$ cat src/rtl/morse_letter_ctrl.sv
// Morse key-entry sequencer: synchronise/debounce keys, assemble up to 4 symbols per letter.
// Build option MORSE_HOLD_DASH_EN: single-key keying on button1, dash/dot chosen by hold time.
module morse_letter_ctrl #(
  parameter int CLK_HZ      = 27000000,
  parameter int TICK_HZ     = 1000,
  parameter int DEBOUNCE_MS = 20,
  parameter int GAP_MS      = 1000,
  parameter int DASH_MS     = 300
) (
  input  logic       CLKin,
  input  logic       rst,
  input  logic       button1,
  input  logic       button2,
  input  logic       clear,
  output logic [3:0] code,
  output logic [2:0] len,
  output logic       valid,
  output logic       busy
);
  localparam int PRESC = CLK_HZ / TICK_HZ;
  localparam int PW    = (PRESC > 1) ? $clog2(PRESC) : 1;
  localparam int TMAX0 = (DEBOUNCE_MS > GAP_MS) ? DEBOUNCE_MS : GAP_MS;
  localparam int TMAX  = (TMAX0 > DASH_MS) ? TMAX0 : DASH_MS;
  localparam int TW    = $clog2(TMAX + 1);

  typedef enum logic [1:0] {IDLE = 2'd0, COLLECT = 2'd1, EMIT = 2'd2} state_t;

  logic [PW-1:0]       presc_q, presc_d;
  logic                tick_q, tick_d;
  logic [1:0]          sync1_q, sync2_q, raw_s;
  logic [1:0][TW-1:0]  db_cnt_q, db_cnt_d;
  logic [1:0]          lvl_q, lvl_d, press_q, press_d;
  state_t              state_q, state_d;
  logic [3:0]          acc_q, acc_d, code_q, code_d;
  logic [2:0]          cnt_q, cnt_d, len_q, len_d;
  logic [TW-1:0]       gap_q, gap_d;
  logic                valid_q, valid_d, busy_q, busy_d;
  logic                sym_evt_s, sym_val_s, quiet_s;

  // Keys are active-low: a 1 in raw_s means the key is held down.
  assign raw_s = ~sync2_q;

  // Timebase prescaler and per-key debounce counters.
  always_comb begin
    if (presc_q == PW'(PRESC - 1)) begin
      presc_d = '0;
      tick_d  = 1'b1;
    end else begin
      presc_d = presc_q + PW'(1);
      tick_d  = 1'b0;
    end
    db_cnt_d = db_cnt_q;
    lvl_d    = lvl_q;
    for (int k = 0; k < 2; k++) begin
      if (raw_s[k] == lvl_q[k]) begin
        db_cnt_d[k] = '0;
      end else if (tick_q) begin
        if (db_cnt_q[k] == TW'(DEBOUNCE_MS - 1)) begin
          db_cnt_d[k] = '0;
          lvl_d[k]    = raw_s[k];
        end else begin
          db_cnt_d[k] = db_cnt_q[k] + TW'(1);
        end
      end else begin
        db_cnt_d[k] = db_cnt_q[k];
      end
    end
    press_d = lvl_d & ~lvl_q;
  end

`ifdef MORSE_HOLD_DASH_EN
  logic [TW-1:0] hold_q, hold_d;
  logic          rel_q, rel_d;

  // Hold-time measurement on button1; the symbol is taken on debounced release.
  always_comb begin
    rel_d = lvl_q[0] & ~lvl_d[0];
    if (press_q[0]) begin
      hold_d = '0;
    end else if (lvl_q[0] && tick_q && (hold_q != TW'(DASH_MS))) begin
      hold_d = hold_q + TW'(1);
    end else begin
      hold_d = hold_q;
    end
  end

  // Hold counter and release-event registers.
  always_ff @(posedge CLKin or posedge rst) begin
    if (rst) begin
      hold_q <= '0;
      rel_q  <= 1'b0;
    end else begin
      hold_q <= hold_d;
      rel_q  <= rel_d;
    end
  end

  assign sym_evt_s = rel_q;
  assign sym_val_s = (hold_q == TW'(DASH_MS));
  assign quiet_s   = ~lvl_q[0];
`else
  // Simultaneous presses resolve to a dot.
  assign sym_evt_s = |press_q;
  assign sym_val_s = ~press_q[0];
  assign quiet_s   = ~(|lvl_q);
`endif

  // Letter assembly FSM next-state and output load.
  always_comb begin
    state_d = state_q;
    acc_d   = acc_q;
    cnt_d   = cnt_q;
    gap_d   = gap_q;
    code_d  = code_q;
    len_d   = len_q;
    valid_d = 1'b0;
    if (clear) begin
      state_d = IDLE;
      acc_d   = 4'b0000;
      cnt_d   = 3'd0;
      gap_d   = '0;
    end else begin
      case (state_q)
        IDLE: begin
          if (sym_evt_s) begin
            acc_d   = {3'b000, sym_val_s};
            cnt_d   = 3'd1;
            gap_d   = '0;
            state_d = COLLECT;
          end else begin
            state_d = IDLE;
          end
        end
        COLLECT: begin
          if (sym_evt_s) begin
            acc_d[cnt_q[1:0]] = sym_val_s;
            cnt_d = cnt_q + 3'd1;
            gap_d = '0;
            if (cnt_d == 3'd4) begin
              state_d = EMIT;
            end else begin
              state_d = COLLECT;
            end
          end else if (tick_q && quiet_s) begin
            if (gap_q != TW'(GAP_MS)) begin
              gap_d = gap_q + TW'(1);
            end else begin
              gap_d = gap_q;
            end
            if (gap_d == TW'(GAP_MS)) begin
              state_d = EMIT;
            end else begin
              state_d = COLLECT;
            end
          end else begin
            state_d = COLLECT;
          end
        end
        EMIT: begin
          state_d = IDLE;
          acc_d   = 4'b0000;
          cnt_d   = 3'd0;
          gap_d   = '0;
        end
        default: begin
          state_d = IDLE;
          acc_d   = 4'b0000;
          cnt_d   = 3'd0;
          gap_d   = '0;
        end
      endcase
      // Outputs are loaded on the edge that enters EMIT so they line up with valid.
      if ((state_d == EMIT) && (state_q == COLLECT)) begin
        code_d  = acc_d;
        len_d   = cnt_d;
        valid_d = 1'b1;
      end else begin
        valid_d = 1'b0;
      end
    end
    busy_d = (state_d != IDLE);
  end

  // All datapath, FSM and output registers.
  always_ff @(posedge CLKin or posedge rst) begin
    if (rst) begin
      presc_q  <= '0;
      tick_q   <= 1'b0;
      sync1_q  <= 2'b11;
      sync2_q  <= 2'b11;
      db_cnt_q <= '0;
      lvl_q    <= 2'b00;
      press_q  <= 2'b00;
      state_q  <= IDLE;
      acc_q    <= 4'b0000;
      cnt_q    <= 3'd0;
      gap_q    <= '0;
      code_q   <= 4'b0000;
      len_q    <= 3'd0;
      valid_q  <= 1'b0;
      busy_q   <= 1'b0;
    end else begin
      presc_q  <= presc_d;
      tick_q   <= tick_d;
      sync1_q  <= {button2, button1};
      sync2_q  <= sync1_q;
      db_cnt_q <= db_cnt_d;
      lvl_q    <= lvl_d;
      press_q  <= press_d;
      state_q  <= state_d;
      acc_q    <= acc_d;
      cnt_q    <= cnt_d;
      gap_q    <= gap_d;
      code_q   <= code_d;
      len_q    <= len_d;
      valid_q  <= valid_d;
      busy_q   <= busy_d;
    end
  end

  assign code  = code_q;
  assign len   = len_q;
  assign valid = valid_q;
  assign busy  = busy_q;
endmodule
$ cat config.mk
export PLATFORM = sky130hd
export DESIGN_NAME = morse_letter_ctrl
export DESIGN_NICKNAME = d
export VERILOG_FILES = /design/src/rtl/morse_letter_ctrl.sv
export SDC_FILE = /design/constraint.sdc
export NUM_CORES = 1
export LEC_CHECK = 0
export ABC_AREA = 1
export CORE_MARGIN = 2
export CORE_UTILIZATION = 45
export CTS_BUF_LIST = sky130_fd_sc_hd__clkbuf_4
export DETAILED_ROUTE_END_ITERATION = 7
export PLACE_DENSITY = 0.6
export REMOVE_ABC_BUFFERS = 1
export SYNTH_ARGS = -nofsm -noshare
export SYNTH_HDL_FRONTEND = slang
export SYNTH_SLANG_ARGS = --single-unit
$ cat constraint.sdc
create_clock -name CLKin -period 2.4 [get_ports CLKin]
set_input_delay 0.24 -clock CLKin [delete_from_list [all_inputs] [get_ports CLKin]]
set_output_delay 0.24 -clock CLKin [all_outputs]
set_load 0.01 [all_outputs]
==> metrics.md <==
| Metric | Value |
|---|---|
| CP required | 2.71 ns |
| Power Internal | 1.59 mW |
| Leak pwr | 1.89 nW |
| DR pass1 iterations | 4 |
| Buf+Inv Stages, Crit Path | 1 |
| Synth area leader | dfrtp_1 |
| H-tree depth | 3 |
| Hold violation count in the final report | 0 |
| Ys Warns | 0 |
| Post-CTS Hold Buffers | 0 |
| FP Rows | 33 |
| CP Max Fanout | 9 |
| Critical path launch point type | register |
| Net Switching | 0.454 mW |
| Die area | 9150 sq um |
| Placed cells | 576 |
| Hpwl dp | 5220 microns |
| Die Span X | 95.7 microns |
| Mapped cell area | 3780 sq um |
| Worst-Margin Slew | 0.560 ns |
| Min cycle time layout | 1.86 ns |
| Switch share | 0.223 |
| Sequential area share after synthesis | 0.478 |
| Core footprint | 8180 sq um |
| Drt drc | 0 |
| Family with the most delay on the worst path | simple AND/OR/NAND/NOR gates |
| Worst hold path type | in2async |
| Clk_lat worst skew | 0.42 ns |
| Global-route wire length before repair | 13100 microns |
| Syn Area/Cell | 8.25 sq um |
| Synth top area cells | dfrtp_1 (45%), nand2_1 (8.2%), inv_1 (7.1%) |
| RSZ-0062 raised after global routing | false |
| Clock Power Share | 0.368 |
| Achievable clock frequency | 537 MHz |
| PortBufs | 13 |
| WS Path Type | reg2reg |
| Post-Route WL | 7240 microns |
| Skew final | 0.0184 ns |
| Syn-to-layout area delta | 11.1% |
| Final core utilization | 0.514 |
| Pin count of the biggest net entering global routing | 73 |
| Endpoints failing setup | 0 |
| Combinational power share | 0.032 |
| Power share of the sequential group | 0.600 |
| Share of cells above drive strength 1 | 0.109 |
| Post-synthesis sequential element count | 72 |
| Period utilization | 0.776 |
| Setup TNS | 0 ns |
| Gr usage total | 0.181 |
| Commonest non-fill, non-tap cell in the layout | nand2_1 |
| Unique masters post-synth | 42 |
| Diode count | 0 |
| Ports | 14 |
| Root Driver | clkbuf_4 |
| Max Cap Violations | 0 |
| Crit. End Element | register |
| GRT overflow | 0 |
| Pwr/cell area | 486 nW/um^2 |
| Post-CTS Setup Repair Bufs | 0 |
| Clk sinks | 72 |
| Most frequent CP cell | nand2_1 |
| Finished Layout Cells | 592 |
| Mapped Cells | 458 |
| WL/cell | 12.2 microns |
| Initial antenna violation count | 0 |
| Post-DP Area | 4060 sq um |
| Gp weighted congestion | 0.838 |
| Ys async rst share | 1.00 |
| Post-CTS sizing | 0 |
| Starting Density | 0.462 |
| Via/cell ratio | 5.12 |
| CP max-delay cell | dfrtp_1 |
| CTS tree | done |
| NumNets Final | 498 |
| Most frequent cells in the layout | nand2_1 (83), inv_1 (71), dfrtp_1 (68), nor2_1 (44), nand3_1 (29) |
| DR iter-0 viols | 133 |
| Slew Limit Fails | 0 |
| Status | finished clean |
| Crit-path max cell delay | 0.44 ns |
| Worst setup startpoint | gap_q[0] |
| Reg clk slew, reported paths | 0.12 ns |
| Vias | 3030 |
| Post-synth EDFFs | 0 |
| Cell area after layout | 4200 sq um |
| WP data arrival | 2.17 ns |
| Worst-path cell chain | inv_1 -> ha_1 -> nand2_1 -> nor2_2 -> nand3_1 -> nand2_1 -> nand2_1 -> nor2_2 -> nand3_2 -> nand2_4 -> nand2_4 -> nand2_1 -> nand2_1 |
| Max VDD drop | 0.401 mV |
| Vias in the first global route | 2932 |
| Die height | 95.7 microns |
| Top_reg_cell synth | dfrtp_1 |
| Inserted Clock Buffers | 9 |
| CTS Buffer Depth | 2 |
| Synth top area share | 0.450 |
| Number of nets with antenna violations after routing | 0 |
| R2R Path Start | gap_q[0] |
| Overall power | 2.04 mW |
| Slew HR | 0.623 |
[power groups by stage]
stage               clock, mW  sequential, mW  combinational, mW
CTS                     0.801            1.22             0.0693
floorplan                   0            1.25             0.0396
global placement            0            1.25             0.0694
detailed placement          0            1.25             0.0690
global route            0.840            1.22             0.0782
finish                  0.750            1.22             0.0662
[kinds of logic after synthesis]
group	count (synthesis)	share of synthesized area
adders and majority gates	11	0.0364
xor gates and xnor gates	8	0.0185
and+or+nand+nor	221	0.282
buffers and inverters	78	0.0784
DFF	72	0.478
AOI/OAI and AO/OA	68	0.107
[registers in the layout, indices dropped and copies added, names as in the netlist, 3 cells and up]
signal / flops
db_cnt_q: 20
code: 4
len: 3
gap_q: 10
acc_q: 4
cnt_q: 3
presc_q: 15
[Yosys cell counts, types with 2 or more instances]
| cell type | instances |
|---|---|
| a211o_1 | 4 |
| a211oi_1 | 2 |
| a21oi_1 | 24 |
| a31oi_1 | 2 |
| buf_2 | 2 |
| dfrtp_1 | 68 |
| dfstp_2 | 4 |
| ha_1 | 11 |
| inv_1 | 72 |
| nand2_1 | 83 |
| nand2_2 | 6 |
| nand2_4 | 2 |
| nand3_1 | 29 |
| nand3_2 | 6 |
| nand4_1 | 11 |
| nor2_1 | 44 |
| nor2_2 | 8 |
| nor3_1 | 18 |
| nor3_2 | 3 |
| nor4_1 | 6 |
| o21ai_0 | 15 |
| o22ai_1 | 12 |
| xor2_1 | 7 |
[worst reg2reg max path: stages (launching register included)]
cell,delay [ns]
dfrtp_1,0.44
inv_1,0.13
ha_1,0.17
nand2_1,0.06
nor2_2,0.13
nand3_1,0.09
nand2_1,0.11
nand2_1,0.07
nor2_2,0.09
nand3_2,0.13
nand2_4,0.13
nand2_4,0.10
nand2_1,0.07
nand2_1,0.05
[worst paths after layout]
kind,end,slack (ns),depth (start not counted)
worst max-delay path,code[3],0.54,13
worst min-delay path,len[2],0.20,3
worst max register to register,code[3],0.54,13
worst min register to register,sync2_q[0],0.36,0
max in group asynchronous,sync2_q[0],1.85,3
min in group CLKin,sync1_q[1],0.22,1
[routing by layer]
metal	vias to the layer above	GRT usage	part of all wire
li1	1560	-	-
met1	1415	0.235	0.47
met2	50	0.289	0.48
met3	5	0.0545	0.047
met4	0	0.0607	0.0081
met5	-	0	0
[layout make-up]
cell class                      count  area [sq um]
Timing Repair Buffer               16           165
Inverter                           75           283
Fill cell                         787          3980
Multi-Input combinational cell    308          1680
Sequential cell                    72          1810
Clock inverter                      4          46.3
Tap cell                          105           131
Clock buffer                       12          90.1
[stage by stage]
| step | hold WS [ns] | setup WS (ns) |
|---|---|---|
| 2_1_floorplan | 0.244 | 0.342 |
| 3_3_place_gp | 0.348 | 0.594 |
| 3_5_place_dp | 0.349 | 0.553 |
| 4_1_cts | 0.171 | 0.534 |
| 5_1_grt | 0.196 | 0.341 |
| 6_report | 0.203 | 0.538 |
Power figures use the tool's default switching activity.
